### src/rtl/sisc_ctrl_seq_pkg.sv
// Shared encodings for the SISC control sequencer: FSM states, opcodes,
// decoded opcode classes and the alu_op/wb_sel codes.
package sisc_pkg;

  typedef enum logic [2:0] {
    S_START0, S_START1, S_FETCH, S_DECODE, S_EXECUTE, S_MEM, S_WRITEBACK, S_HALT
  } state_e;

  typedef enum logic [3:0] {
    C_NOOP, C_LOD, C_STR, C_SWP, C_BRA, C_BRR, C_BNE, C_BNR, C_ALU, C_HLT, C_ILL
  } op_cls_e;

  localparam int OP_NOOP = 0;
  localparam int OP_LOD  = 1;
  localparam int OP_STR  = 2;
  localparam int OP_SWP  = 3;
  localparam int OP_BRA  = 4;
  localparam int OP_BRR  = 5;
  localparam int OP_BNE  = 6;
  localparam int OP_BNR  = 7;
  localparam int OP_ALU  = 8;
  localparam int OP_HLT  = 15;

  localparam int AM_IMM_DEF = 8;

  localparam logic [1:0] ALU_REG  = 2'b00;
  localparam logic [1:0] ALU_IMM  = 2'b01;
  localparam logic [1:0] ALU_DEF  = 2'b10;
  localparam logic [1:0] ALU_ADDR = 2'b11;

  localparam logic [1:0] WB_ALU  = 2'b00;
  localparam logic [1:0] WB_MEM  = 2'b01;
  localparam logic [1:0] WB_SWPA = 2'b10;
  localparam logic [1:0] WB_SWPB = 2'b11;

  // Undefined opcodes collapse to C_ILL, which sequences exactly like NOOP.
  function automatic op_cls_e decode_op(input logic [31:0] op);
    case (op)
      OP_NOOP: return C_NOOP;
      OP_LOD:  return C_LOD;
      OP_STR:  return C_STR;
      OP_SWP:  return C_SWP;
      OP_BRA:  return C_BRA;
      OP_BRR:  return C_BRR;
      OP_BNE:  return C_BNE;
      OP_BNR:  return C_BNR;
      OP_ALU:  return C_ALU;
      OP_HLT:  return C_HLT;
      default: return C_ILL;
    endcase
  endfunction

endpackage

### src/rtl/sisc_ctrl_seq_if.sv
// Control bus between the SISC datapath and its sequencer.
// dm_ack only exists when SISC_CTRL_MEMWAIT_EN is defined.
interface sisc_ctrl_seq_if #(
  parameter int OP_W   = 4,
  parameter int MM_W   = 4,
  parameter int STAT_W = 4,
  parameter int CNT_W  = 16
);
  logic [OP_W-1:0]   opcode;
  logic [MM_W-1:0]   mm;
  logic [STAT_W-1:0] stat;
  logic              hold;
`ifdef SISC_CTRL_MEMWAIT_EN
  logic              dm_ack;
`endif
  logic              rf_we, ir_load, pc_write, pc_rst, dm_we;
  logic              pc_sel, br_sel, rb_sel, mm_sel, rw_sel;
  logic [1:0]        alu_op, wb_sel;
  logic              halted, illegal_op;
  logic [CNT_W-1:0]  retired;

  modport master (
    output opcode, mm, stat, hold,
`ifdef SISC_CTRL_MEMWAIT_EN
    output dm_ack,
`endif
    input  rf_we, ir_load, pc_write, pc_rst, dm_we,
    input  pc_sel, br_sel, rb_sel, mm_sel, rw_sel,
    input  alu_op, wb_sel, halted, illegal_op, retired
  );

  modport slave (
    input  opcode, mm, stat, hold,
`ifdef SISC_CTRL_MEMWAIT_EN
    input  dm_ack,
`endif
    output rf_we, ir_load, pc_write, pc_rst, dm_we,
    output pc_sel, br_sel, rb_sel, mm_sel, rw_sel,
    output alu_op, wb_sel, halted, illegal_op, retired
  );
endinterface

### src/rtl/sisc_br_cond.sv
// Branch condition: BRA/BRR take on any masked status bit, BNE/BNR on none.
module sisc_br_cond
  import sisc_pkg::*;
#(
  parameter int OP_W = 4,
  parameter int W    = 4
) (
  input  logic [OP_W-1:0] i_opcode,
  input  logic [W-1:0]    i_stat,
  input  logic [W-1:0]    i_mm,
  output logic            o_taken
);
  logic    w_any;
  op_cls_e w_cls;

  assign w_any = |(i_stat & i_mm);
  assign w_cls = decode_op(32'(i_opcode));

  always_comb begin
    o_taken = 1'b0;
    case (w_cls)
      C_BRA, C_BRR: o_taken = w_any;
      C_BNE, C_BNR: o_taken = ~w_any;
      default:      o_taken = 1'b0;
    endcase
  end
endmodule

### src/rtl/sisc_ctrl_seq.sv
// Multicycle SISC control sequencer with short paths, hold, HALT and retire count.
// Optional SISC_CTRL_MEMWAIT_EN: MEM waits for dm_ack on LOD/STR/SWP.
module sisc_ctrl_seq
  import sisc_pkg::*;
#(
  parameter int OP_W   = 4,
  parameter int MM_W   = 4,
  parameter int STAT_W = 4,
  parameter int CNT_W  = 16,
  parameter int AM_IMM = AM_IMM_DEF
) (
  input logic            clk,
  input logic            rst_f,
  sisc_ctrl_seq_if.slave bus
);
  state_e           r_state, w_next;
  op_cls_e          w_cls;
  logic             w_taken, w_imm, w_mm0, w_hold, w_mem_done, w_memop;
  logic [CNT_W-1:0] r_retired;

  logic w_rf_we, w_ir_load, w_pc_write, w_pc_rst, w_dm_we;
  logic w_pc_sel, w_br_sel, w_rb_sel, w_mm_sel, w_rw_sel, w_illegal;
  logic [1:0] w_alu_op, w_wb_sel;

  assign w_cls   = decode_op(32'(bus.opcode));
  assign w_imm   = (bus.mm == MM_W'(AM_IMM));
  assign w_mm0   = (bus.mm == '0);
  assign w_memop = (w_cls == C_LOD) || (w_cls == C_STR) || (w_cls == C_SWP);
  assign w_hold  = bus.hold && (r_state != S_START0) && (r_state != S_HALT);

`ifdef SISC_CTRL_MEMWAIT_EN
  assign w_mem_done = bus.dm_ack;
`else
  assign w_mem_done = 1'b1;
`endif

  sisc_br_cond #(.OP_W(OP_W), .W(MM_W)) u_br_cond (
    .i_opcode (bus.opcode),
    .i_stat   (MM_W'(bus.stat)),
    .i_mm     (bus.mm),
    .o_taken  (w_taken)
  );

  always_ff @(posedge clk or negedge rst_f) begin
    if (!rst_f) r_state <= S_START0;
    else        r_state <= w_next;
  end

  always_comb begin
    w_next = r_state;
    if (!w_hold) begin
      case (r_state)
        S_START0:    w_next = S_START1;
        S_START1:    w_next = S_FETCH;
        S_FETCH:     w_next = S_DECODE;
        S_DECODE:    w_next = (w_cls == C_HLT) ? S_HALT :
                              (w_memop || w_cls == C_ALU) ? S_EXECUTE : S_FETCH;
        S_EXECUTE:   w_next = (w_cls == C_ALU) ? S_WRITEBACK :
                              w_memop ? S_MEM : S_FETCH;
        S_MEM: begin
          if (!w_memop)        w_next = S_FETCH;
          else if (w_mem_done) w_next = (w_cls == C_STR) ? S_FETCH : S_WRITEBACK;
        end
        S_WRITEBACK: w_next = S_FETCH;
        default:     w_next = S_HALT;
      endcase
    end
  end

  always_comb begin
    w_rf_we = 1'b0; w_ir_load = 1'b0; w_pc_write = 1'b0; w_pc_rst = 1'b0; w_dm_we = 1'b0;
    w_pc_sel = 1'b0; w_br_sel = 1'b0; w_rb_sel = 1'b0; w_mm_sel = 1'b0; w_rw_sel = 1'b1;
    w_alu_op = ALU_DEF; w_wb_sel = WB_ALU; w_illegal = 1'b0;
    case (r_state)
      S_START1: w_pc_rst = 1'b1;
      S_FETCH: begin
        w_ir_load  = 1'b1;
        w_pc_write = 1'b1;
      end
      S_DECODE: begin
        w_br_sel  = (w_cls == C_BRA) || (w_cls == C_BNE);
        w_illegal = (w_cls == C_ILL);
        if (w_taken) begin
          w_pc_sel   = 1'b1;
          w_pc_write = 1'b1;
        end
      end
      S_EXECUTE: begin
        if (w_cls == C_ALU) w_alu_op = w_imm ? ALU_IMM : ALU_REG;
        if (w_cls == C_LOD || w_cls == C_STR) begin
          w_alu_op = ALU_ADDR;
          w_mm_sel = w_mm0;
        end
      end
      S_MEM: begin
        if (w_cls == C_LOD || w_cls == C_STR) begin
          w_alu_op = ALU_ADDR;
          w_mm_sel = w_mm0;
        end
        if (w_cls == C_STR) begin
          w_rb_sel = 1'b1;
          w_dm_we  = 1'b1;
        end
        if (w_cls == C_SWP) begin
          w_rb_sel = 1'b1;
          w_wb_sel = WB_SWPA;
          w_rf_we  = 1'b1;
        end
      end
      S_WRITEBACK: begin
        w_rb_sel = 1'b1;
        case (w_cls)
          C_ALU: begin
            w_rf_we  = 1'b1;
            w_alu_op = w_imm ? ALU_IMM : ALU_REG;
          end
          C_LOD: begin
            w_rf_we  = 1'b1;
            w_wb_sel = WB_MEM;
            w_alu_op = ALU_ADDR;
            w_mm_sel = w_mm0;
          end
          C_SWP: begin
            w_rf_we  = 1'b1;
            w_rw_sel = 1'b0;
            w_wb_sel = WB_SWPB;
          end
          default: ;
        endcase
      end
      default: ;
    endcase
  end

  // Stall kills every write strobe but leaves the datapath selects steady.
  assign bus.rf_we      = w_rf_we    & ~w_hold;
  assign bus.ir_load    = w_ir_load  & ~w_hold;
  assign bus.pc_write   = w_pc_write & ~w_hold;
  assign bus.pc_rst     = w_pc_rst   & ~w_hold;
  assign bus.dm_we      = w_dm_we    & ~w_hold;
  assign bus.pc_sel     = w_pc_sel;
  assign bus.br_sel     = w_br_sel;
  assign bus.rb_sel     = w_rb_sel;
  assign bus.mm_sel     = w_mm_sel;
  assign bus.rw_sel     = w_rw_sel;
  assign bus.alu_op     = w_alu_op;
  assign bus.wb_sel     = w_wb_sel;
  assign bus.illegal_op = w_illegal;
  assign bus.halted     = (r_state == S_HALT);
  assign bus.retired    = r_retired;

  always_ff @(posedge clk or negedge rst_f) begin
    if (!rst_f)
      r_retired <= '0;
    else if (w_next == S_FETCH &&
             (r_state == S_DECODE || r_state == S_MEM || r_state == S_WRITEBACK))
      r_retired <= r_retired + CNT_W'(1);
  end
endmodule

### src/flat_wrapper.sv
// flat-port wrapper written by rule: the top's interface ports become plain ports
module sisc_ctrl_seq_flat import sisc_pkg::*;
#(
  parameter int OP_W   = 4,
  parameter int MM_W   = 4,
  parameter int STAT_W = 4,
  parameter int CNT_W  = 16,
  parameter int AM_IMM = AM_IMM_DEF
)
  (clk, rst_f, bus_opcode, bus_mm, bus_stat, bus_hold, bus_rf_we, bus_ir_load, bus_pc_write, bus_pc_rst, bus_dm_we, bus_pc_sel, bus_br_sel, bus_rb_sel, bus_mm_sel, bus_rw_sel, bus_alu_op, bus_wb_sel, bus_halted, bus_illegal_op, bus_retired);
  sisc_ctrl_seq_if #(.OP_W(OP_W), .MM_W(MM_W), .STAT_W(STAT_W), .CNT_W(CNT_W)) bus_i ();
  input logic clk;
  input logic rst_f;
  input wire logic [$bits(bus_i.opcode)-1:0] bus_opcode;
  input wire logic [$bits(bus_i.mm)-1:0] bus_mm;
  input wire logic [$bits(bus_i.stat)-1:0] bus_stat;
  input wire logic [$bits(bus_i.hold)-1:0] bus_hold;
  output wire logic [$bits(bus_i.rf_we)-1:0] bus_rf_we;
  output wire logic [$bits(bus_i.ir_load)-1:0] bus_ir_load;
  output wire logic [$bits(bus_i.pc_write)-1:0] bus_pc_write;
  output wire logic [$bits(bus_i.pc_rst)-1:0] bus_pc_rst;
  output wire logic [$bits(bus_i.dm_we)-1:0] bus_dm_we;
  output wire logic [$bits(bus_i.pc_sel)-1:0] bus_pc_sel;
  output wire logic [$bits(bus_i.br_sel)-1:0] bus_br_sel;
  output wire logic [$bits(bus_i.rb_sel)-1:0] bus_rb_sel;
  output wire logic [$bits(bus_i.mm_sel)-1:0] bus_mm_sel;
  output wire logic [$bits(bus_i.rw_sel)-1:0] bus_rw_sel;
  output wire logic [$bits(bus_i.alu_op)-1:0] bus_alu_op;
  output wire logic [$bits(bus_i.wb_sel)-1:0] bus_wb_sel;
  output wire logic [$bits(bus_i.halted)-1:0] bus_halted;
  output wire logic [$bits(bus_i.illegal_op)-1:0] bus_illegal_op;
  output wire logic [$bits(bus_i.retired)-1:0] bus_retired;
  assign bus_i.opcode = bus_opcode;
  assign bus_i.mm = bus_mm;
  assign bus_i.stat = bus_stat;
  assign bus_i.hold = bus_hold;
  assign bus_rf_we = bus_i.rf_we;
  assign bus_ir_load = bus_i.ir_load;
  assign bus_pc_write = bus_i.pc_write;
  assign bus_pc_rst = bus_i.pc_rst;
  assign bus_dm_we = bus_i.dm_we;
  assign bus_pc_sel = bus_i.pc_sel;
  assign bus_br_sel = bus_i.br_sel;
  assign bus_rb_sel = bus_i.rb_sel;
  assign bus_mm_sel = bus_i.mm_sel;
  assign bus_rw_sel = bus_i.rw_sel;
  assign bus_alu_op = bus_i.alu_op;
  assign bus_wb_sel = bus_i.wb_sel;
  assign bus_halted = bus_i.halted;
  assign bus_illegal_op = bus_i.illegal_op;
  assign bus_retired = bus_i.retired;
  sisc_ctrl_seq #(.OP_W(OP_W), .MM_W(MM_W), .STAT_W(STAT_W), .CNT_W(CNT_W), .AM_IMM(AM_IMM)) u_core (.clk(clk), .rst_f(rst_f), .bus(bus_i));
endmodule
### config.mk
export PLATFORM = sky130hd
export DESIGN_NAME = sisc_ctrl_seq_flat
export DESIGN_NICKNAME = d
export VERILOG_FILES = /design/src/rtl/sisc_ctrl_seq_pkg.sv /design/src/rtl/sisc_ctrl_seq_if.sv /design/src/rtl/sisc_br_cond.sv /design/src/rtl/sisc_ctrl_seq.sv /design/src/flat_wrapper.sv
export SDC_FILE = /design/constraint.sdc
export NUM_CORES = 1
export LEC_CHECK = 0
export CAP_MARGIN = 40
export CORE_UTILIZATION = 46
export DETAILED_ROUTE_END_ITERATION = 6
export GPL_ROUTABILITY_DRIVEN = 0
export HOLD_SLACK_MARGIN = 0.02
export PLACE_DENSITY_LB_ADDON = 0.2
export SYNTH_ARGS = -nofsm -noshare
export SYNTH_HDL_FRONTEND = slang
export SYNTH_SLANG_ARGS = --single-unit
### constraint.sdc
create_clock -name clk -period 2.2 [get_ports clk]
set_input_delay 0.33 -clock clk [delete_from_list [all_inputs] [get_ports clk]]
set_output_delay 0.33 -clock clk [all_outputs]
set_load 0.02 [all_outputs]
Yosys cells after proc, flatten, opt, wreduce, memory -nomap -nowiden

Memories as Yosys holds them, arrays and structs flattened.
Index checks and enable logic that the tools add are counted.

$add $sub $neg: 1
Eq/ne operators: 22
Mux-type cells: 37
Bitwise operators: 8
Reduce and logical (&&, ||, !) cells: 18

Operator list:

| kind                                                                   | number |
|---|---|
| 4-bit by 3-bit equality test with 1-bit output (second input constant) | 6 |
| 3-bit 2-to-1 mux                                                       | 7 |
| 3-bit case mux with 6 select lines                                     | 1 |
| 1-bit 2-to-1 mux                                                       | 17 |
| 16-bit by 1-bit adder with 16-bit output (second input constant)       | 1 |
| 4-bit equality test (second input constant)                            | 4 |
| 3-bit equality test (second input constant)                            | 4 |
| 2-bit case mux with 2 select lines                                     | 3 |
| 1-bit case mux with 2 select lines                                     | 5 |
| 3-bit by 2-bit equality test with 1-bit output (second input constant) | 3 |
| 4-bit by 2-bit equality test with 1-bit output (second input constant) | 2 |
| 2-bit OR reduction                                                     | 4 |
| 1-bit logical OR                                                       | 6 |
| 2-bit 2-to-1 mux                                                       | 3 |
| 2-bit case mux with 3 select lines                                     | 1 |
| 1-bit AND                                                              | 5 |
| 4-bit AND                                                              | 1 |
| 4-bit by 1-bit equality test with 1-bit output (second input constant) | 1 |
| 4-bit logical NOT                                                      | 1 |
| 4-bit OR reduction                                                     | 1 |
| 3-bit by 1-bit equality test with 1-bit output (second input constant) | 1 |
| 1-bit logical AND                                                      | 3 |
| 3-bit logical NOT                                                      | 1 |
| 3-bit != test (second input constant)                                  | 1 |
| 3 further kinds                                                        | 4 |

Register bits: 19
ROM bits: 128
Input bits: 15
Word-level logic and storage cells: 90
Memories kept: 2

Memories:

| name            | depth | width | rd ports | clocked after Yosys merged registers in | write ports | line                    | text |
|---|---|---|---|---|---|---|---|
| (no name shown) | 16    | 4     | 1        | 0                                       | 0           | sisc_ctrl_seq_pkg.sv:38 | `case (op)` |
| (no name shown) | 16    | 4     | 1        | 0                                       | 0           | sisc_ctrl_seq_pkg.sv:38 |  |

Longest topological paths before layout

An unclocked memory read counts as a cell.

Depth after elaboration: 11
Gate-level depth with buffers: 8
Mapped depth without buffers: 5

Modules after synthesis

From an unflattened synthesis, not the netlist that was laid out.

Cell total of the unflattened synthesis: 158
Area total of the unflattened synthesis: 1367.6 um2

Modules (own cells, without submodules):

| module        | times used | cells an instance | area an instance (um2) |
|---|---|---|---|
| sisc_ctrl_seq | 1          | 152               | 1326.3 |
| sisc_br_cond  | 1          | 6                 | 41.3 |

Least setup slack after synthesis

Ideal clock, no wire load.

Path type: register to output
From: register u_core.r_state[0]
To: output bus_rf_we
Arrival: 2109 ps
Required time: 1870 ps
Slack: -239 ps
Cell stages (with the launch flop): 7
Path buffers: 1
Cell sequence: dfrtp_1 -> buf_2 -> nor2b_1 -> nand2_1 -> nand2_1 -> a32oi_1 -> a2111oi_0

Word-level cells in the longest chain between the ends: 5

RTL lines:

| what                                                                        | line                 | text |
|---|---|---|
| from (decl)                                                                 | sisc_ctrl_seq.sv:16  | `state_e r_state, w_next;` |
| from (signal assigned)                                                      | sisc_ctrl_seq.sv:46  | `else r_state <= w_next;` |
| parallel branches: the longest is 4 deep, another holds 3-bit equality test | -                    |  |
| 1-bit AND (*)                                                               | sisc_ctrl_seq.sv:136 | `assign bus.rf_we = w_rf_we & ~w_hold;` |
| to (decl)                                                                   | flat_wrapper.sv:18   | `output wire logic [$bits(bus_i.rf_we)-1:0] bus_rf_we;` |

Mark *: on every way between the ends.

Worst setup path in the final report

From: input bus_stat[0]
To: output bus_pc_sel

Word-level cells in the longest chain between the ends: 6

RTL lines:

| what                                   | line                | text |
|---|---|---|
| from (decl)                            | flat_wrapper.sv:16  | `input wire logic [$bits(bus_i.stat)-1:0] bus_stat;` |
| 4-bit AND (*)                          | sisc_br_cond.sv:16  | `assign w_any = \|(i_stat & i_mm);` |
| 4-bit OR reduction (*)                 | sisc_br_cond.sv:16  |  |
| 1-bit inverter                         | sisc_br_cond.sv:23  | `C_BNE, C_BNR: o_taken = ~w_any;` |
| 1-bit case mux with 2 select lines (*) | sisc_br_cond.sv:21  | `case (w_cls)` |
| 1-bit 2-to-1 mux (*)                   | sisc_ctrl_seq.sv:83 | `if (w_taken) begin` |
| 1-bit 2-to-1 mux (*)                   | sisc_ctrl_seq.sv:74 | `case (r_state)` |
| to (decl)                              | flat_wrapper.sv:23  | `output wire logic [$bits(bus_i.pc_sel)-1:0] bus_pc_sel;` |

Every way passes the cells marked *; elsewhere a longest branch is shown, timed or not.

==> impl_metrics.py <==
metrics = {
    "synthesis": {
        "synth_compound_area_share_pct": 10.5,
        "synthXorXnorAreaFrac_pct": 10.6,
        "synth-adder-area-share_pct": 0.893,
        "syn_avg_cell_area_sq_um": 8.81,
        "synth_flop_cell": "dfrtp_1",
        "syn_nets": 175,
        "syn_inst": 159,
        "synth_top_family_by_area": "simple AND/OR/NAND/NOR gates",
        "yosys_warnings": 0,
        "synthMuxAreaShare_pct": 0.804,
        "yosys.area_share.simple_pct": 37.0,
        "netlist.area_leader.share_pct": 33.9,
        "synth_edf_count": 0,
        "async_flop_share_pct": 100,
        "yosys-top-cells-area": "dfrtp_1 34%, xnor2_1 10%, and3_1 4.5%, nand3_2 4.3%, nor2_1 3.8%",
        "synth_cell_type_count": 44,
        "mappedNetlistArea_sq_um": 1400,
        "synth.top_cells.by_count": "19 x dfrtp_1, 16 x xnor2_1, 14 x nor2_1, 12 x nand2_1, 10 x and3_1",
        "synth_top_cell_by_area": "dfrtp_1",
        "seq_area_frac_synth_pct": 33.9,
        "synth.most_common_cell": "dfrtp_1",
        "synth_seq_cells": 19,
    },
    "timing": {
        "fin_setup_tns_ps": 0,
        "timing.hold.ws_ps": 345,
        "hold_viol": 0,
        "finalMaxSlewViolations": 0,
        "fmax_mhz": 474,
        "finClkSkew_ps": 13.9,
        "slew_headroom_pct": 73.6,
        "setup_viol": 0,
        "final.setup.worst_slack_ps": 92.3,
        "finalCriticalPeriod_ps": 2110,
        "worstMarginPinSlew_ps": 391,
        "post-route-period-util_pct": 95.8,
    },
    "finish": {
        "area_growth_pct": 49.7,
        "final_cells": 258,
        "diodes": 0,
        "layout.nets": 244,
        "ff_latch_area_sq_um": 475,
        "n_fill_cell": 213,
        "fin_area_sq_um": 2100,
        "drive_gt1_share_pct": 24.2,
        "multi_input_area_sq_um": 861,
        "final_core_util_pct": 74.2,
    },
    "clocking": {
        "cts_hold_buf": 0,
        "cts_setup_buffers": 0,
        "cts_tree": "yes",
        "clk_latency_ps": 300,
        "clock_sinks": 19,
        "cts_buffers": 3,
        "root_buffer": "clkbuf_4",
        "htreeDepth": 1,
        "clk_path_buf_depth": 2,
        "clk_pin_slew_worst_paths_ps": 110,
    },
    "routing": {
        "avgViaCountPerCell": 5.74,
        "drt-wirelength-per-cell_um": 14.7,
        "wl_mm": 3.80,
        "drt_iter0_drc": 58,
        "drc": 2,
        "routed-via-count": 1480,
        "ant_nets": 0,
        "firstDrtPassIters": 6,
    },
    "power": {
        "p_int_mw": 1.02,
        "pwr_density_cell_nw_per_um2": 868,
        "p_seq_share_pct": 27.9,
        "switching_share_pct": 44.0,
        "ir_drop_mv": 0.845,
        "p_clk_share_pct": 9.6,
        "total_power_mw": 1.82,
        "pwr-share-comb_pct": 62.5,
        "power_switching_uw": 801,
        "power_leakage_nw": 0.999,
    },
    "global_routing": {
        "antenna_found_initial": 0,
        "grt_pass1_wl_mm": 6.48,
        "grt_use_total_pct": 25.2,
        "grt_pass1_vias": 1454,
        "grt-ovfl-total": 0,
        "grt_max_degree": 20,
    },
    "floorplan": {
        "initial_core_util_pct": 49.5,
        "ios": 47,
        "num_rows": 19,
        "dieArea_sq_um": 3270,
        "core-area_sq_um": 2830,
        "die_height_um": 57.2,
        "die_width_um": 57.2,
    },
    "critical_path": {
        "critical_path_class": "primary input to primary output",
        "crit_path_start_kind": "primary input",
        "cp_max_fo": 2,
        "crit_required_ps": 1870,
        "cp-end-kind": "primary output",
        "crit_arrival_ps": 1780,
    },
    "outcome": {
        "violations": "design-rule violations",
        "status": "complete, but fails checks",
    },
    "place": {
        "dp_slack_ps": -467,
        "hpwl_mm": 2.98,
        "place_area_sq_um": 2070,
        "numPortBuffers": 46,
        "dp_cells": 254,
    },
    "run": {
        "drv_cap": 0,
    },
    "min_path": {
        "hp-class": "primary input to asynchronous set/reset pin",
    },
}
## worst max-delay path, stage by stage
cell	delay (ps)
clkdlybuf4s50_1	400
a22o_1	240
a221oi_2	190
xnor2_1	140
and4b_1	220
clkdlybuf4s15_2	270
## final cells by class
type	instances	share of cell area, %
Multi-Input combinational cell	124	41.0
Timing Repair Buffer	76	32.4
Sequential cell	19	22.7
Tap cell	31	1.85
Clock buffer	3	1.07
Inverter	4	0.716
Clock inverter	1	0.239
## flip-flops by register name (all words and copies together), names as in the netlist
signal and flops:
u_core.r_state 3, u_core.bus.retired 16
## power groups by stage
stage	Sequential (mW)	Clock [mW]	Combinational [mW]
2_1_floorplan	0.557	0	0.618
3_3_place_gp	0.508	0	1.12
3_5_place_dp	0.513	0	1.14
4_1_cts	0.507	0.183	1.12
5_1_grt	0.522	0.198	1.22
6_report	0.508	0.175	1.14
## timing repair
| item | 4_1_cts | 5_1_grt |
|---|---|---|
| setup endpoints to repair | 15 | 8 |
| gates resized for setup | 34 | 10 |
| pin swaps | 0 | 4 |
## cell families after synthesis
family | after synthesis
compound gates | 22
xor+xnor | 17
fa+ha+maj | 1
buf+inv | 16
flops | 19
mux | 1
simple gates | 83
## per-layer routing
layer / global-route usage (%) / wire [um] / vias to the layer above
met5: 0 / 0 / -
met4: 8.71 / 59 / 0
met3: 4.31 / 223 / 6
met2: 40.8 / 1810 / 53
met1: 34.1 / 1710 / 708
li1: - / - / 713
## layout by cell type, fill, tap and decap left out, types with 3 or more instances in the layout
cell type,n
o21ai_0,3
and3_1,10
nor2b_1,4
inv_1,3
dlymetal6s2s_1,3
nor3b_1,4
nand3_2,6
nor3_1,6
dlygate4sd2_1,10
nand4_2,4
clkbuf_4,3
nor2_1,13
nand4_1,6
nand2_1,12
dfrtp_1,19
buf_4,31
xnor2_1,16
a21oi_1,7
clkdlybuf4s50_1,27
nand3_1,3
## path summary, 6_finish.rpt
path | from | to | slack (ps) | cells past startpoint
worst max-delay path | bus_stat[0] | bus_pc_sel | 90 | 6
worst min-delay path | rst_f | u_core.bus.retired[15] | 340 | 2
worst max register to register | u_core.r_state[1] | u_core.bus.retired[1] | 210 | 6
worst min register to register | u_core.bus.retired[15] | u_core.bus.retired[15] | 480 | 1
max in group asynchronous | rst_f | u_core.bus.retired[0] | 1640 | 2
min in group clk | u_core.bus.retired[15] | u_core.bus.retired[15] | 480 | 1
(Power assumes the default switching activity.)
